**src/rtl/ray_frame_scheduler_pkg.sv**
```systemverilog
// Shared types for the frame scheduler: camera bundle, FSM states
// and default raster / credit sizing.
package ray_frame_scheduler_pkg;

    typedef struct packed {
        logic signed [15:0] pos_x;
        logic signed [15:0] pos_y;
        logic signed [15:0] pos_z;
        logic signed [15:0] dir_x;
        logic signed [15:0] dir_y;
        logic signed [15:0] dir_z;
        logic        [15:0] fov;
    } Camera;

    typedef enum logic [1:0] {
        IDLE,
        RUN,
        DRAIN,
        DONE
    } sched_state_t;

    localparam int H_RES_DEF        = 640;
    localparam int V_RES_DEF        = 480;
    localparam int PIXEL_WIDTH_DEF  = 10;
    localparam int PIXEL_HEIGHT_DEF = 9;
    localparam int TAG_SIZE         = 48;
    localparam int TAG_BITS_DEF     = 6;

endpackage

```
**src/rtl/ray_frame_scheduler_raster_counter.sv**
```systemverilog
// Raster-order x/y walker with wrap-around and last-pixel flag,
// advanced once per accepted pixel.
module raster_counter #(
    parameter int H_RES        = 640,
    parameter int V_RES        = 480,
    parameter int PIXEL_WIDTH  = 10,
    parameter int PIXEL_HEIGHT = 9
) (
    input  logic                    clk,
    input  logic                    reset_n,
    input  logic                    clear,
    input  logic                    advance,
    output logic [PIXEL_WIDTH-1:0]  x,
    output logic [PIXEL_HEIGHT-1:0] y,
    output logic                    last
);

    localparam logic [PIXEL_WIDTH-1:0]  X_MAX = PIXEL_WIDTH'(H_RES - 1);
    localparam logic [PIXEL_HEIGHT-1:0] Y_MAX = PIXEL_HEIGHT'(V_RES - 1);

    logic x_end;
    logic y_end;

    assign x_end = (x == X_MAX);
    assign y_end = (y == Y_MAX);
    assign last  = x_end && y_end;

    always_ff @(posedge clk or negedge reset_n) begin
        if (!reset_n) begin
            x <= '0;
            y <= '0;
        end else if (clear) begin
            x <= '0;
            y <= '0;
        end else if (advance) begin
            if (x_end) begin
                x <= '0;
                y <= y_end ? '0 : y + PIXEL_HEIGHT'(1);
            end else begin
                x <= x + PIXEL_WIDTH'(1);
            end
        end
    end

endmodule

```
**src/rtl/ray_frame_scheduler.sv**
```systemverilog
// Frame scheduler: latches the camera, issues tagged pixels in raster
// order under a credit limit, and drains returns before reporting done.
module ray_frame_scheduler
    import ray_frame_scheduler_pkg::*;
#(
    parameter int H_RES        = H_RES_DEF,
    parameter int V_RES        = V_RES_DEF,
    parameter int PIXEL_WIDTH  = PIXEL_WIDTH_DEF,
    parameter int PIXEL_HEIGHT = PIXEL_HEIGHT_DEF,
    parameter int MAX_INFLIGHT = TAG_SIZE,
    parameter int TAG_BITS     = TAG_BITS_DEF
) (
    input  logic                    clk,
    input  logic                    reset_n,
    input  logic                    start,
    input  logic                    abort,
    input  Camera                   cam_in,
    output Camera                   cam_out,
    output logic                    pix_valid,
    input  logic                    pix_ready,
    output logic [PIXEL_WIDTH-1:0]  pixel_x,
    output logic [PIXEL_HEIGHT-1:0] pixel_y,
    output logic [TAG_BITS-1:0]     tag_out,
    input  logic                    ret_valid,
    output logic                    busy,
    output logic                    frame_done,
    output logic                    aborted,
    output logic                    ret_err
);

    localparam int CW = $clog2(MAX_INFLIGHT + 1);
    localparam logic [CW-1:0]       CREDITS = CW'(MAX_INFLIGHT);
    localparam logic [TAG_BITS-1:0] TAG_MAX = TAG_BITS'(MAX_INFLIGHT - 1);

    sched_state_t  state;
    sched_state_t  state_nxt;
    logic [CW-1:0] inflight;
    logic          launch;
    logic          fire;
    logic          last_pix;
    logic          ret_bad;
    logic          drain_empty;

    assign launch    = (state == IDLE) && start;
    assign pix_valid = (state == RUN) && (inflight < CREDITS);
    assign fire      = pix_valid && pix_ready;
    assign ret_bad   = ret_valid && !fire && (inflight == '0);
    // A return landing this cycle may be the one that empties the pipe.
    assign drain_empty = (inflight == '0) ||
                         ((inflight == CW'(1)) && ret_valid);

    assign busy       = (state == RUN) || (state == DRAIN);
    assign frame_done = (state == DONE);

    raster_counter #(
        .H_RES        (H_RES),
        .V_RES        (V_RES),
        .PIXEL_WIDTH  (PIXEL_WIDTH),
        .PIXEL_HEIGHT (PIXEL_HEIGHT)
    ) u_raster (
        .clk     (clk),
        .reset_n (reset_n),
        .clear   (launch),
        .advance (fire),
        .x       (pixel_x),
        .y       (pixel_y),
        .last    (last_pix)
    );

    always_ff @(posedge clk or negedge reset_n) begin
        if (!reset_n) begin
            state <= IDLE;
        end else begin
            state <= state_nxt;
        end
    end

    always_comb begin
        state_nxt = state;
        unique case (state)
            IDLE: begin
                if (start) begin
                    state_nxt = RUN;
                end
            end
            RUN: begin
                if (abort || (fire && last_pix)) begin
                    state_nxt = DRAIN;
                end
            end
            DRAIN: begin
                if (drain_empty) begin
                    state_nxt = DONE;
                end
            end
            DONE: begin
                state_nxt = IDLE;
            end
            default: begin
                state_nxt = IDLE;
            end
        endcase
    end

    // Simultaneous issue and return cancel out.
    always_ff @(posedge clk or negedge reset_n) begin
        if (!reset_n) begin
            inflight <= '0;
        end else if (fire && !ret_valid) begin
            inflight <= inflight + CW'(1);
        end else if (!fire && ret_valid && (inflight != '0)) begin
            inflight <= inflight - CW'(1);
        end
    end

    always_ff @(posedge clk or negedge reset_n) begin
        if (!reset_n) begin
            tag_out <= '0;
        end else if (launch) begin
            tag_out <= '0;
        end else if (fire) begin
            tag_out <= (tag_out == TAG_MAX) ? '0 : tag_out + TAG_BITS'(1);
        end
    end

    always_ff @(posedge clk or negedge reset_n) begin
        if (!reset_n) begin
            cam_out <= '0;
        end else if (launch) begin
            cam_out <= cam_in;
        end
    end

    always_ff @(posedge clk or negedge reset_n) begin
        if (!reset_n) begin
            aborted <= 1'b0;
        end else if (launch) begin
            aborted <= 1'b0;
        end else if ((state == RUN) && abort) begin
            aborted <= 1'b1;
        end
    end

    // A spurious return in the start cycle is still recorded.
    always_ff @(posedge clk or negedge reset_n) begin
        if (!reset_n) begin
            ret_err <= 1'b0;
        end else if (ret_bad) begin
            ret_err <= 1'b1;
        end else if (launch) begin
            ret_err <= 1'b0;
        end
    end

endmodule

```
**config.mk**
```make
export PLATFORM = sky130hd
export DESIGN_NAME = ray_frame_scheduler
export DESIGN_NICKNAME = d
export VERILOG_FILES = /design/src/rtl/ray_frame_scheduler_pkg.sv /design/src/rtl/ray_frame_scheduler_raster_counter.sv /design/src/rtl/ray_frame_scheduler.sv
export SDC_FILE = /design/constraint.sdc
export NUM_CORES = 1
export LEC_CHECK = 0
export CELL_PAD_IN_SITES_DETAIL_PLACEMENT = 0
export CELL_PAD_IN_SITES_GLOBAL_PLACEMENT = 2
export CORE_MARGIN = 10
export CORE_UTILIZATION = 25
export DETAILED_ROUTE_END_ITERATION = 10
export PLACE_DENSITY_LB_ADDON = 0.1
export SYNTH_ARGS = -nofsm -noshare
export SYNTH_HDL_FRONTEND = slang
export SYNTH_SLANG_ARGS = --single-unit
```
**constraint.sdc**
```tcl
create_clock -name clk -period 4.6 [get_ports clk]
set_input_delay 0.69 -clock clk [delete_from_list [all_inputs] [get_ports clk]]
set_output_delay 0.69 -clock clk [all_outputs]
set_load 0.02 [all_outputs]
```
==> metrics.md, run 1 <==
| Metric | Value |
|---|---|
| Final Instance Area | 0.00967 mm² |
| Lkg Pwr | 4.56 nW |
| Synth async-reset ratio | 1.00 |
| Commonest non-fill, non-tap cell in the layout | nand2_1 |
| Vias/cell | 4.25 |
| CP Capture Type | primary output |
| Die width | 177 µm |
| Post-synth EDFFs | 0 |
| Number of synthesized register bits | 147 |
| WS Path Type | reg2out |
| Setup crit start kind | register |
| Hold WS | 358 ps |
| Inst Count DP | 1245 |
| Area share of the largest cell type after synthesis | 0.597 |
| Rows | 57 |
| H-tree Lvls | 4 |
| Final Max Slew Viols | 0 |
| Die area | 0.0313 mm² |
| DRT met1 WL | 9.22 mm |
| Port buffer count | 259 |
| CP Buf/Inv Count | 3 |
| Most frequent cells in the layout | nand2_1, clkdlybuf4s50_1, dfrtp_1 |
| CTS sink cnt | 147 |
| CP startpoint | state[1]$_DFFE_PN0P_ |
| Final std cells w/o fill | 1278 |
| Clk buf depth | 2 |
| Max layer used | met4 |
| Min Tclk post-route | 2870 ps |
| Final setup fails | 0 |
| Clk slew on worst S/H paths | 60 ps |
| Hold Vio Cnt, Final | 0 |
| Residual DRC count | 0 |
| Share of cells above drive strength 1 | 0.0525 |
| Critical-path top delay cell | clkdlybuf4s50_1 |
| Worst reg-to-reg setup slack | 2290 ps |
| CP delay by family, top | buffers and inverters |
| Reg2reg end | state[1]$_DFFE_PN0P_ |
| CP Depth | 5 |
| GP Congestion | 0.776 |
| Final nets | 1070 |
| Initial antenna violation count | 2 |
| Placed Area | 0.00911 mm² |
| TritonCTS clock tree | yes |
| Max Fclk | 348 MHz |
| Crit path cell chain | inv_1 > ha_1 > a21bo_2 > inv_2 > clkdlybuf4s50_1 |
| Min-delay worst type | in2async |
| Count of different cell masters after synthesis | 47 |
| Boundary Pins | 260 |
| HPWL Detailed | 15.6 mm |
| Fin Setup TNS | 0 ps |
| Number of DRC markers in iteration 0 | 309 |
| Die Y | 177 µm |
| R2R depth | 8 |
| Critical Path RT | 3910 ps |
| Final Skew | 8.96 ps |
| Worst reg2reg startpoint | state[1]$_DFFE_PN0P_ |
| Synth area leaders | dfrtp_1, nand2_1, ha_1 |
| Post-Route WL | 21.5 mm |
| Post-CTS Setup Repair Bufs | 0 |
| Worst-Margin Slew | 883 ps |
| Final period utilization | 0.624 |
| P per Cell Area | 659 mW/mm² |
| Mapped Cells | 684 |
| CP max FO | 5 |
| Worst path max stage delay | 620 ps |
| Max_slew headroom | 0.411 |
| Synth Warn # | 0 |
| Worst Path Arrival | 2180 ps |
| Total CTS buffers | 17 |
| Worst setup path endpoint | pix_valid |
| Routed wire length per instance | 16.8 µm |
| Vias in the first global route | 5709 |
| Largest net degree at the start of global routing | 89 |
| Syn Nets | 814 |
| Largest area contributor in the netlist | dfrtp_1 |
| First-pass GRT wire length | 33.4 mm |
| Met2 Routed Length | 9.69 mm |
| Worst-Skew Late Latency | 410 ps |
| Resize count post-CTS | 0 |
| Worst vdd ir | 0.262 mV |
| Synthesized area per cell | 9.01 µm² |
| Drt first pass iters | 4 |
| Initial core utilization | 0.254 |
| Final worst slack | 1730 ps |
| CTS Root Buffer Type | clkbuf_16 |
| Post-synth top flop | dfrtp_1 |
| Final antenna-violating net count | 0 |
| # hold bufs at CTS | 0 |
| RSZ-0062 raised after global routing | no |
| GR Overflow Total | 0 |
| Outcome | finished, final reports clean |
| Synthesized cell area | 0.00616 mm² |
| Synthesis-to-layout area growth | 57.0% |
| Place WS | 1840 ps |
| Placeable Area | 0.0242 mm² |
| Met3 WL post-DR | 2.38 mm |
| Reported max-cap violation count | 0 |
| Seq/Total Area, Yosys | 0.597 |
| Via count | 5431 |
| GRT Total Usage | 0.137 |
==> cells in the mapped netlist (2+ instances only) <==
library cell,instances
nand2_1,358
dfrtp_1,147
nor2_1,27
clkbuf_1,22
nand3_1,14
ha_1,12
a21oi_1,10
o21ai_0,9
inv_1,8
xor2_1,8
xnor2_1,7
nor3_1,6
and3_1,4
buf_1,4
nand4_1,4
a22o_1,3
mux2i_1,3
nor4_1,3
o31ai_1,3
a21o_1,2
a31oi_1,2
buf_2,2
nand3_2,2
==> logic make-up after synthesis <==
group | share of synthesized area
and+or+nand+nor | 0.281
xor gates and xnor gates | 0.0213
buffers and inverters | 0.0230
AOI/OAI and AO/OA | 0.0447
muxes | 0.00853
adders and majority gates | 0.0244
DFF | 0.597
==> worst register-to-register path, stage by stage, from the launching register on <==
cell and delay, ps:
dfrtp_1 410, inv_1 130, ha_1 250, a21bo_2 270, nor2_1 110, buf_4 240
a311oi_1 140, a221oi_2 290, mux2_1 350
==> metrics by stage <==
stage / power (mW) / utilization
final: 6.37 / 0.399
after CTS: 6.50 / 0.399
after floorplan: 3.59 / -
after global routing: 6.84 / 0.399
after detailed placement: 5.12 / 0.376
after global placement: 5.08 / 0.376
==> sequential cells by signal, summed over array words and instances (netlist names) <==
register	cells
state	2
tag_out	6
cam_out	112
aborted	1
u_raster.y	9
ret_err	1
u_raster.x	10
inflight	6
==> worst min-delay path by stage <==
stage,from,end,slack [ps],cells past startpoint
5_1_grt,reset_n,inflight[2]$_DFFE_PN0P_,420,1
3_5_place_dp,cam_out[101]$_DFFE_PN0P_,cam_out[101]$_DFFE_PN0P_,460,2
3_3_place_gp,cam_out[60]$_DFFE_PN0P_,cam_out[60]$_DFFE_PN0P_,460,2
2_1_floorplan,reset_n,aborted$_DFFE_PN0P_,390,0
4_1_cts,reset_n,inflight[2]$_DFFE_PN0P_,380,1
6_report,reset_n,inflight[0]$_DFFE_PN0P_,360,1
==> where the power goes <==
| group | switching [mW] | total, mW | internal (mW) | leakage [nW] |
|---|---|---|---|---|
| combinational | 1.62 | 2.89 | 1.27 | 2.43 |
| clock | 0.555 | 1.33 | 0.776 | 0.262 |
| sequential | 0.329 | 2.15 | 1.82 | 1.87 |
==> routing by layer <==
metal	up-vias	GRT usage
li1	2677	-
met1	2545	0.165
met2	194	0.211
met3	15	0.0674
met4	0	0.0382
met5	-	0
==> area by class of cell <==
class / count / area, µm²
flip-flops and latches: 147 / 3680
repair buffers: 265 / 2640
clock inverters: 11 / 104
clock buffers: 21 / 460
multi-input cells: 500 / 2350
diodes: 1 / 2.50
inverters: 9 / 33.8
well taps: 324 / 405
fillers: 2398 / 14600
Power figures use the tool's default switching activity.
==> run 2: changes to the inputs <==
CORE_UTILIZATION = 22   (was 25)
clock period = 2.4 ns   (was 4.6 ns; I/O delays follow)
==> metrics.md, run 2 (same netlist as run 1, synthesis figures left out) <==
| Metric | Value |
|---|---|
| Comb pwr share | 0.446 (was 0.454) |
| TritonCTS clock tree | yes (unchanged) |
| R2R depth | 8 (unchanged) |
| Placeable Area | 0.0277 mm² (was 0.0242 mm²) |
| Most frequent cells in the layout | nand2_1, clkdlybuf4s50_1, dfrtp_1 (unchanged) |
| First-pass GRT wire length | 34.3 mm (was 33.4 mm) |
| Vias/cell | 4.03 (was 4.25) |
| Die Y | 187 µm (was 177 µm) |
| Critical-path top delay cell | clkdlybuf4s50_1 (unchanged) |
| Drt first pass iters | 4 (unchanged) |
| Total power | 12.6 mW (was 6.37 mW) |
| Hold Vio Cnt, Final | 0 (unchanged) |
| Final std cells w/o fill | 1337 (was 1278) |
| Initial antenna violation count | 0 (was 2) |
| Rows | 61 (was 57) |
| Min-delay worst type | in2async (unchanged) |
| H-tree Lvls | 4 (unchanged) |
| Setup crit start kind | register (unchanged) |
| Synthesis-to-layout area growth | 61.2% (was 57.0%) |
| Min Tclk post-route | 2210 ps |
| Clock power share | 0.231 (was 0.209) |
| CTS sink cnt | 147 (unchanged) |
| Hold WS | 458 ps (was 358 ps) |
| HPWL Detailed | 16.1 mm (was 15.6 mm) |
| Inst Count DP | 1305 (was 1245) |
| Lkg Pwr | 4.66 nW (was 4.56 nW) |
| Max Fclk | 452 MHz |
| GRT Total Usage | 0.125 (was 0.137) |
| Via count | 5394 (was 5431) |
| Number of DRC markers in iteration 0 | 179 (was 309) |
| Worst-Skew Late Latency | 420 ps (was 410 ps) |
| Top flop regs | cam_out (112), u_raster.x (10), u_raster.y (9) (unchanged) |
| Routed wire length per instance | 16.6 µm (was 16.8 µm) |
| Vias in the first global route | 5549 (was 5709) |
| Max_slew headroom | 0.631 (was 0.411) |
| P per Cell Area | 1270 mW/mm² (was 659 mW/mm²) |
| WS Path Type | reg2out (unchanged) |
| # fillers | 2862 (was 2398) |
| Biggest register | cam_out (unchanged) |
| Largest register FFs | 112 (unchanged) |
| Worst vdd ir | 0.440 mV (was 0.262 mV) |
| Fin Setup TNS | 0 ps (unchanged) |
| CP max FO | 4 (was 5) |
| Boundary Pins | 260 (unchanged) |
| Critical Path RT | 2040 ps (was 3910 ps) |
| GP Congestion | 0.721 (was 0.776) |
| Crit path cell chain | inv_1 > ha_1 > clkdlybuf4s50_1 (was inv_1 > ha_1 > a21bo_2 > inv_2 > clkdlybuf4s50_1) |
| Sequential share of power | 0.324 (was 0.337) |
| Largest net degree at the start of global routing | 75 (was 89) |
| Outcome | finished, final reports clean (unchanged) |
| CP Capture Type | primary output (unchanged) |
| Commonest non-fill, non-tap cell in the layout | nand2_1 (unchanged) |
| Worst reg2reg startpoint | state[1]$_DFFE_PN0P_ (unchanged) |
| Final Instance Area | 0.00993 mm² (was 0.00967 mm²) |
| Post-CTS Setup Repair Bufs | 0 (unchanged) |
| Final period utilization | 0.922 |
| GR Overflow Total | 0 (unchanged) |
| Net Sw Frac | 0.386 (was 0.393) |
| Initial core utilization | 0.222 (was 0.254) |
| CTS Root Buffer Type | clkbuf_16 (unchanged) |
| Worst Path Arrival | 1850 ps (was 2180 ps) |
| Final antenna-violating net count | 0 (unchanged) |
| Final setup fails | 0 (unchanged) |
| Die width | 187 µm (was 177 µm) |
| RSZ-0062 raised after global routing | no (unchanged) |
| Final Max Slew Viols | 0 (unchanged) |
| Worst path max stage delay | 630 ps (was 620 ps) |
| Post-Route WL | 22.2 mm (was 21.5 mm) |
| Reg2reg end | u_raster.x[9]$_DFFE_PN0P_ (was state[1]$_DFFE_PN0P_) |
| Share of cells above drive strength 1 | 0.0584 (was 0.0525) |
| Total CTS buffers | 17 (unchanged) |
| Residual DRC count | 0 (unchanged) |
| Worst reg-to-reg setup slack | 300 ps (was 2290 ps) |
| Placed Area | 0.00929 mm² (was 0.00911 mm²) |
| Reported max-cap violation count | 0 (unchanged) |
| Clk slew on worst S/H paths | 60 ps (about the same) |
| Ant. Diodes | 0 (was 1) |
| Switch Pwr | 4.87 mW (was 2.50 mW) |
| Final Skew | 10.6 ps (was 8.96 ps) |
| Final nets | 1077 (was 1070) |
| Die area | 0.0351 mm² (was 0.0313 mm²) |
| Clk buf depth | 2 (unchanged) |
| Worst-Margin Slew | 553 ps (was 883 ps) |
| Port buffer count | 259 (unchanged) |
| Internal | 7.75 mW (was 3.87 mW) |
[run 2: cell types whose count changed in the layout (fill, tap and decap cells not counted), sizes merged, moves of 2 or more]
cell,before,now
buf,7,13
inv,11,15
bufinv,1,4
clkbuf,21,18
clkinv,3,0
clkinvlp,5,3
[run 2: power groups by stage]
stage	Combinational, mW	Sequential (mW)	Clock (mW)
2_1_floorplan	1.66	5.22	0
3_3_place_gp	5.80	4.11	0
3_5_place_dp	5.76	4.13	0
4_1_cts	5.77	4.10	3.02
5_1_grt	6.16	4.24	3.12
6_report	5.62	4.09	2.91
[run 2: repair_timing]
item,4_1_cts,5_1_grt
setup endpoints to repair,1,0
hold buffers,1,0
gates resized for setup,1,0
endpoints found under the hold margin,47,0
[run 2: final cells by class]
class / count / area [µm²] / area share
inverters: 9 / 33.8 / 0.00340
clock inverters: 13 / 198 / 0.0199
clock buffers: 18 / 429 / 0.0432
multi-input cells: 500 / 2350 / 0.237
flip-flops and latches: 147 / 3680 / 0.370
well taps: 378 / 473 / 0.0476
repair buffers: 272 / 2770 / 0.279
[run 2: per-layer routing]
metal | wire [µm] | vias up | GRT usage
met3 | 2500 | 11 | 0.0656
met4 | 166 | 0 | 0.0288
met1 | 9970 | 2516 | 0.156
met2 | 9540 | 172 | 0.185
li1 | - | 2695 | -
met5 | 0 | - | 0
[run 2: worst max-delay path by stage]
stage	from	endpoint	slack, ps	cells after the start
floorplan	u_raster.x[0]$_DFFE_PN0P_	state[1]$_DFFE_PN0P_	390	6
global placement	u_raster.y[1]$_DFFE_PN0P_	state[1]$_DFFE_PN0P_	260	6
detailed placement	state[1]$_DFFE_PN0P_	u_raster.y[2]$_DFFE_PN0P_	280	8
CTS	state[1]$_DFFE_PN0P_	pix_valid	140	5
global route	state[1]$_DFFE_PN0P_	pix_valid	90	5
finish	state[0]$_DFFE_PN0P_	busy	190	3
[run 2: critical path: cells and delay by family (launching register included)]
kind | cells | cell delay [ps]
fa+ha+maj | 1 | 320
buf+inv | 2 | 740
flops | 1 | 380
[run 2: through the flow]
stage | setup slack (ps) | util
5_1_grt | 86.3 | 0.358
4_1_cts | 142 | 0.358
6_report | 187 | 0.358
3_3_place_gp | 255 | 0.335
3_5_place_dp | 284 | 0.335
2_1_floorplan | 393 | -
==> run 3: changes to the inputs <==
CTS_CLUSTER_DIAMETER = 50   (was unset)
==> results of run 3 <==
Final layout, timing and power as in run 2 (identical DEF).
